**src/rtl/cfg_pkg.sv**
```systemverilog
// Shared definitions for the configuration request controller: FSM encoding,
// frame-word field positions and the expected frame length.
package cfg_pkg;

  typedef enum logic [2:0] {
    ST_IDLE  = 3'd0,
    ST_REQ   = 3'd1,
    ST_WAIT  = 3'd2,
    ST_CHECK = 3'd3,
    ST_DONE  = 3'd4,
    ST_FAIL  = 3'd5
  } cfg_state_e;

  localparam logic [4:0] WORD_CNT_TARGET = 5'd16;
  localparam logic [4:0] WORD_CNT_MAX    = 5'd31;
  localparam int         EOF_BIT         = 8;
  localparam int         ERR_BIT         = 9;

  function automatic logic is_busy(input cfg_state_e s);
    return (s == ST_REQ) || (s == ST_WAIT) || (s == ST_CHECK);
  endfunction

endpackage

```
**src/rtl/cfg_tmo_cnt.sv**
```systemverilog
// Frame timeout counter: counts enabled cycles and raises a registered
// terminal-count flag the cycle after the count reaches TIMEOUT_CYC-1.
module cfg_tmo_cnt #(
  parameter logic [15:0] TIMEOUT_CYC = 16'd50000
) (
  input  logic i_clk,
  input  logic i_rst,
  input  logic i_clr,
  input  logic i_en,
  output logic o_tc
);

  logic [15:0] r_cnt;
  logic        r_tc;

  always_ff @(posedge i_clk) begin
    if (i_rst || i_clr) begin
      r_cnt <= '0;
      r_tc  <= 1'b0;
    end else if (i_en) begin
      if (r_cnt != 16'hFFFF) r_cnt <= r_cnt + 16'd1;
      r_tc <= (r_cnt == TIMEOUT_CYC - 16'd1);
    end else begin
      r_tc <= 1'b0;
    end
  end

  assign o_tc = r_tc;

endmodule

```
**src/rtl/cfg_req_ctrl.sv**
```systemverilog
// Requests configuration frames from the link master, validates each frame
// and retries up to MAX_RETRY times before declaring failure.
module cfg_req_ctrl
  import cfg_pkg::*;
#(
  parameter logic [15:0] TIMEOUT_CYC = 16'd50000,
  parameter logic [2:0]  MAX_RETRY   = 3'd5,
  parameter logic [2:0]  CHECK_DLY   = 3'd4
) (
  input  logic        clk_sys,
  input  logic        rst_sys,
  input  logic        cfg_start,
  input  logic        slink_cfg_dval,
  input  logic [9:0]  slink_cfg_data,
  input  logic [31:0] cfg_md_id,
  input  logic [7:0]  cfg_com_mode,
  output logic        cfg_req,
  output logic        cfg_busy,
  output logic        cfg_done,
  output logic        cfg_req_fail,
  output logic [2:0]  cfg_retry_cnt,
  output cfg_state_e  dbg_state
);

  // slink_cfg_dval is valid-only with no backpressure: a word is consumed on
  // every cycle dval is high while in WAIT and silently dropped in any other state.
  cfg_state_e r_state, w_next;
  logic [4:0] r_word_cnt;
  logic       r_err;
  logic [2:0] r_chk;
  logic [2:0] r_retry;
  logic       r_req, r_busy, r_done, r_fail;
  logic       w_req_d, w_busy_d, w_done_d, w_fail_d;
  logic       w_tc, w_eof, w_word, w_chk_end, w_frame_ok;
  logic       w_retry_dec, w_retry_take, w_restart;
  logic       w_unused;

  assign w_eof      = slink_cfg_dval && slink_cfg_data[EOF_BIT];
  assign w_word     = slink_cfg_dval && !slink_cfg_data[EOF_BIT];
  assign w_chk_end  = (r_chk == CHECK_DLY - 3'd1);
  assign w_frame_ok = (r_word_cnt == WORD_CNT_TARGET) && !r_err &&
                      (cfg_md_id != 32'd0) && (cfg_com_mode != 8'd0);
  assign w_retry_dec = ((r_state == ST_WAIT) && !w_eof && w_tc) ||
                       ((r_state == ST_CHECK) && w_chk_end && !w_frame_ok);
  assign w_retry_take = w_retry_dec && (r_retry != MAX_RETRY);
  assign w_restart = cfg_start &&
                     ((r_state == ST_IDLE) || (r_state == ST_DONE) || (r_state == ST_FAIL));
  assign w_unused  = ^slink_cfg_data[7:0];

  cfg_tmo_cnt #(.TIMEOUT_CYC(TIMEOUT_CYC)) u_tmo (
    .i_clk (clk_sys),
    .i_rst (rst_sys),
    .i_clr (r_state == ST_REQ),
    .i_en  ((r_state == ST_WAIT) && !w_eof),
    .o_tc  (w_tc)
  );

  always_ff @(posedge clk_sys) begin
    if (rst_sys) r_state <= ST_IDLE;
    else         r_state <= w_next;
  end

  always_comb begin
    w_next = r_state;
    case (r_state)
      ST_IDLE:  if (cfg_start) w_next = ST_REQ;
      ST_REQ:   w_next = ST_WAIT;
      ST_WAIT: begin
        // An end marker in the timeout cycle takes precedence over the retry.
        if (w_eof)             w_next = ST_CHECK;
        else if (w_tc)         w_next = w_retry_take ? ST_REQ : ST_FAIL;
      end
      ST_CHECK: begin
        if (w_chk_end) begin
          if (w_frame_ok)      w_next = ST_DONE;
          else                 w_next = w_retry_take ? ST_REQ : ST_FAIL;
        end
      end
      ST_DONE, ST_FAIL: if (cfg_start) w_next = ST_REQ;
      default:  w_next = ST_IDLE;
    endcase
  end

  // cfg_req trails the REQ state by one cycle so start-to-request latency is two.
  always_comb begin
    w_req_d  = (r_state == ST_REQ);
    w_busy_d = is_busy(w_next);
    w_done_d = (w_next == ST_DONE);
    w_fail_d = (w_next == ST_FAIL);
  end

  always_ff @(posedge clk_sys) begin
    if (rst_sys) begin
      r_req  <= 1'b0;
      r_busy <= 1'b0;
      r_done <= 1'b0;
      r_fail <= 1'b0;
    end else begin
      r_req  <= w_req_d;
      r_busy <= w_busy_d;
      r_done <= w_done_d;
      r_fail <= w_fail_d;
    end
  end

  always_ff @(posedge clk_sys) begin
    if (rst_sys) begin
      r_word_cnt <= '0;
      r_err      <= 1'b0;
      r_chk      <= '0;
      r_retry    <= '0;
    end else begin
      r_chk <= (r_state == ST_CHECK) ? r_chk + 3'd1 : 3'd0;
      if (w_restart)         r_retry <= '0;
      else if (w_retry_take) r_retry <= r_retry + 3'd1;
      if (r_state == ST_REQ) begin
        r_word_cnt <= '0;
        r_err      <= 1'b0;
      end else if (r_state == ST_WAIT) begin
        if (w_word && (r_word_cnt != WORD_CNT_MAX)) r_word_cnt <= r_word_cnt + 5'd1;
        if (slink_cfg_dval && slink_cfg_data[ERR_BIT]) r_err <= 1'b1;
      end
    end
  end

  assign cfg_req       = r_req;
  assign cfg_busy      = r_busy;
  assign cfg_done      = r_done;
  assign cfg_req_fail  = r_fail;
  assign cfg_retry_cnt = r_retry;
  assign dbg_state     = r_state;

endmodule

```
**config.mk**
```make
export PLATFORM = sky130hd
export DESIGN_NAME = cfg_req_ctrl
export DESIGN_NICKNAME = d
export VERILOG_FILES = /design/src/rtl/cfg_pkg.sv /design/src/rtl/cfg_tmo_cnt.sv /design/src/rtl/cfg_req_ctrl.sv
export SDC_FILE = /design/constraint.sdc
export NUM_CORES = 1
export LEC_CHECK = 0
export CORE_MARGIN = 1.5
export CORE_UTILIZATION = 45
export DETAILED_ROUTE_END_ITERATION = 10
export PLACE_DENSITY = 0.88
export SYNTH_ARGS = -nofsm -noshare
export SYNTH_HDL_FRONTEND = slang
export SYNTH_SLANG_ARGS = --single-unit
export TNS_END_PERCENT = 100
```
**constraint.sdc**
```tcl
create_clock -name clk_sys -period 2.9 [get_ports clk_sys]
set_clock_uncertainty 0.05 [all_clocks]
set_input_delay 0.725 -clock clk_sys [delete_from_list [all_inputs] [get_ports clk_sys]]
set_output_delay 0.725 -clock clk_sys [all_outputs]
set_load 0.1 [all_outputs]
```
==> flow_metrics.tcl <==
set metrics [dict create \
    status "completed" \
    post_cts_buffers 0 \
    setup_tns_ns 0 \
    synth-seq-cells 36 \
    met3_length_um 418 \
    setup_viol 0 \
    synth-adder-area-share 0.0538 \
    dr_wl_met2_mm 2.11 \
    synthCells 216 \
    clk_latency_ns 0.29 \
    fin_crit_sh 0.860 \
    ys_async_sr_fraction 0 \
    min_from "r_chk[0]$_SDFF_PP0_" \
    synthTopCellsByArea "dfxtp_1, ha_1, nor2_1, nor4_1, xor2_1" \
    wirelength_met1_mm 1.73 \
    fin_ws_ns 0.405 \
    top_layer_used "met4" \
    nets 333 \
    reg2reg_depth 5 \
    design.die.area_mm2 0.00453 \
    postPlaceCellArea_mm2 0.00241 \
    worst_setup_path_end_kind "flop" \
    synth_top_family_by_area "simple AND/OR/NAND/NOR gates" \
    arrival_ns 2.67 \
    drc 0 \
    firstDrtPassIters 5 \
    cap_violations 0 \
    dpl.hpwl_mm 3.34 \
    synth-simple-area-share 0.313 \
    p_leak_nw 0.996 \
    synth_top_area_cell "dfxtp_1" \
    ys_seq_area_frac 0.387 \
    syn_area_mm2 0.00186 \
    core_area_mm2 0.00400 \
    syn_avg_cell_area_um2 8.61 \
    num_vias 1799 \
    clkTransAtPathRegs_ns 0.08 \
    synth.area.mux_share 0.0269 \
    cts_root_buf "clkbuf_8" \
    drive_above_1_share 0.0882 \
    hold_slack_ns 0.380 \
    n_antenna_cell 0 \
    synth-compound-area-share 0.133 \
    drv_slew 0 \
    worstPathRequired_ns 3.07 \
    grt_max_degree 21 \
    syn_nets 278 \
    drt-initial-drc-count 73 \
    drt_wl_total_mm 4.34 \
    rrSetupSlack_ns 0.84 \
    rsz0062_at_grt "no" \
    pin_count 64 \
    path_max_fanout 7 \
    whs_path_depth 1 \
    port_buffers 55 \
    max_slew.worst_pin.slew_ns 0.578 \
    wire_per_inst_um 13.5 \
    synth_xor_area_frac 0.0471 \
    area_delta_synth_final_pct 35.8 \
    antenna_left 0 \
    htreeDepth 2 \
    start_util 0.465 \
    finalCriticalPeriod_ns 2.50 \
    reg2reg_to "u_tmo.r_cnt[3]$_SDFFE_PP0P_" \
    grt_pass1_vias 1659 \
    crit_type "input pin to flop" \
    final_cell_area_mm2 0.00253 \
    antenna_found_initial 0 \
    gp_congestion 0.865 \
    fp.dieH_um 67.3 \
    power_density_mw_per_mm2 436 \
    vias_per_cell 5.59 \
    track_usage 0.198 \
    min_to "r_chk[0]$_SDFF_PP0_" \
    synth_top_area_frac 0.387 \
    worst_ir_drop_vdd_mv 0.221 \
    clock-sinks 36 \
    grt.overflow.total 0 \
    synth-edff-count 0 \
    cp-start-kind "input pin" \
    grt_pass1_wl_mm 6.88 \
    pre_cts_ws_ns 0.128 \
    synth_ff_type "dfxtp_1" \
    max_freq_mhz 401 \
    cts_made_buffers 5 \
    yosys_warnings 0 \
    fp.dieW_um 67.3 \
    slew_headroom 0.610 \
    reg2reg_from "dbg_state[1]$_SDFF_PP0_" \
    cts_resized 0 \
    clockBufferDepth 2 \
    tritoncts "done" \
    hold_viol 0 \
    postCtsHoldBufs 0 \
    hp-class "flop to flop" \
    rows 23 \
    synth_cell_type_count 45 \
]
-- registers in the layout (all words and copies together) (netlist names) --
signal         cells
cfg_busy           1
cfg_done           1
cfg_req            1
cfg_req_fail       1
cfg_retry_cnt      3
dbg_state          3
r_chk              3
r_err              1
r_word_cnt         5
u_tmo.o_tc         1
u_tmo.r_cnt       16
-- critical path, cell delays in order --
cell,delay [ns]
clkdlybuf4s50_1,0.47
a21o_1,0.28
nor4_4,0.36
nand3_2,0.18
or4_1,0.50
a21oi_1,0.14
-- through the flow --
stage               power (W)  instances   util
floorplan            0.000597        216      -
global placement     0.000676        314  0.604
detailed placement   0.000679        314  0.604
CTS                   0.00112        322  0.632
global route          0.00114        322  0.632
finish                0.00110        322  0.632
-- power by group --
group          internal, W  switching (W)  leakage (nW)
logic            0.0000764      0.0000791         0.651
clock network     0.000254       0.000181        0.0541
registers         0.000501      0.0000106         0.291
-- synthesized netlist by cell type (all sizes together), types with 3 or more instances --
library cell,number
nand2,16
nor4,13
nor2,25
nand4,8
and3,5
nor3,6
o21ai,6
mux2i,5
or3,3
nand3,8
o211ai,7
a31oi,3
xor2,8
a21o,3
dfxtp,36
buf,4
inv,8
clkbuf,4
a21oi,11
ha,8
-- worst max path at each step --
stage,end,slack [ns],startpoint,cells after the start
final,u_tmo.r_cnt[15]$_SDFFE_PP0P_,0.40,slink_cfg_dval,6
after global routing,u_tmo.r_cnt[3]$_SDFFE_PP0P_,0.31,slink_cfg_dval,6
after CTS,u_tmo.r_cnt[15]$_SDFFE_PP0P_,0.42,slink_cfg_dval,6
after detailed placement,u_tmo.r_cnt[15]$_SDFFE_PP0P_,0.13,slink_cfg_dval,6
after global placement,u_tmo.r_cnt[15]$_SDFFE_PP0P_,0.19,slink_cfg_dval,6
after floorplan,u_tmo.r_cnt[15]$_SDFFE_PP0P_,0.37,dbg_state[1]$_SDFF_PP0_,6
-- cell usage in the layout (no fill, tap or decap), types with 2 or more instances in the layout --
| master | instances |
|---|---|
| a21o_1 | 3 |
| o211ai_1 | 7 |
| clkbuf_8 | 5 |
| clkdlybuf4s50_1 | 45 |
| and4_1 | 2 |
| inv_1 | 8 |
| xnor2_1 | 2 |
| nor2_1 | 25 |
| nor4_1 | 12 |
| a31oi_1 | 3 |
| and2_1 | 2 |
| ha_1 | 8 |
| nor3_1 | 6 |
| nand3_1 | 7 |
| and3_1 | 5 |
| a21oi_1 | 11 |
| o21ai_0 | 6 |
| dfxtp_1 | 36 |
| nand4_1 | 8 |
| or3_1 | 3 |
| buf_4 | 11 |
| or4_1 | 2 |
| nand2_1 | 16 |
| o21a_1 | 2 |
| mux2i_1 | 5 |
| xor2_1 | 8 |
| nor3b_1 | 2 |
| nand2b_1 | 2 |
-- layout make-up --
type / instances / area (um^2)
inverters: 8 / 30.0
clock inverters: 3 / 42.5
repair buffers: 56 / 533
well taps: 50 / 62.6
fillers: 342 / 1470
multi-input cells: 164 / 1070
flip-flops and latches: 36 / 721
clock buffers: 5 / 68.8
-- metal layers --
metal  up-vias  track usage
met5         -            0
met4         0       0.0969
met3        13       0.0450
met2        74        0.371
met1       812        0.206
li1        900            -
-- logic make-up (layout without fill, tap and decap cells) --
family | count (synthesis) | after routing
xor gates and xnor gates | 10 | 10
buffers and inverters | 16 | 72
AOI/OAI and AO/OA | 38 | 38
DFF | 36 | 36
muxes | 5 | 5
adders and majority gates | 8 | 8
and+or+nand+nor | 103 | 103
(Power assumes the default switching activity.)
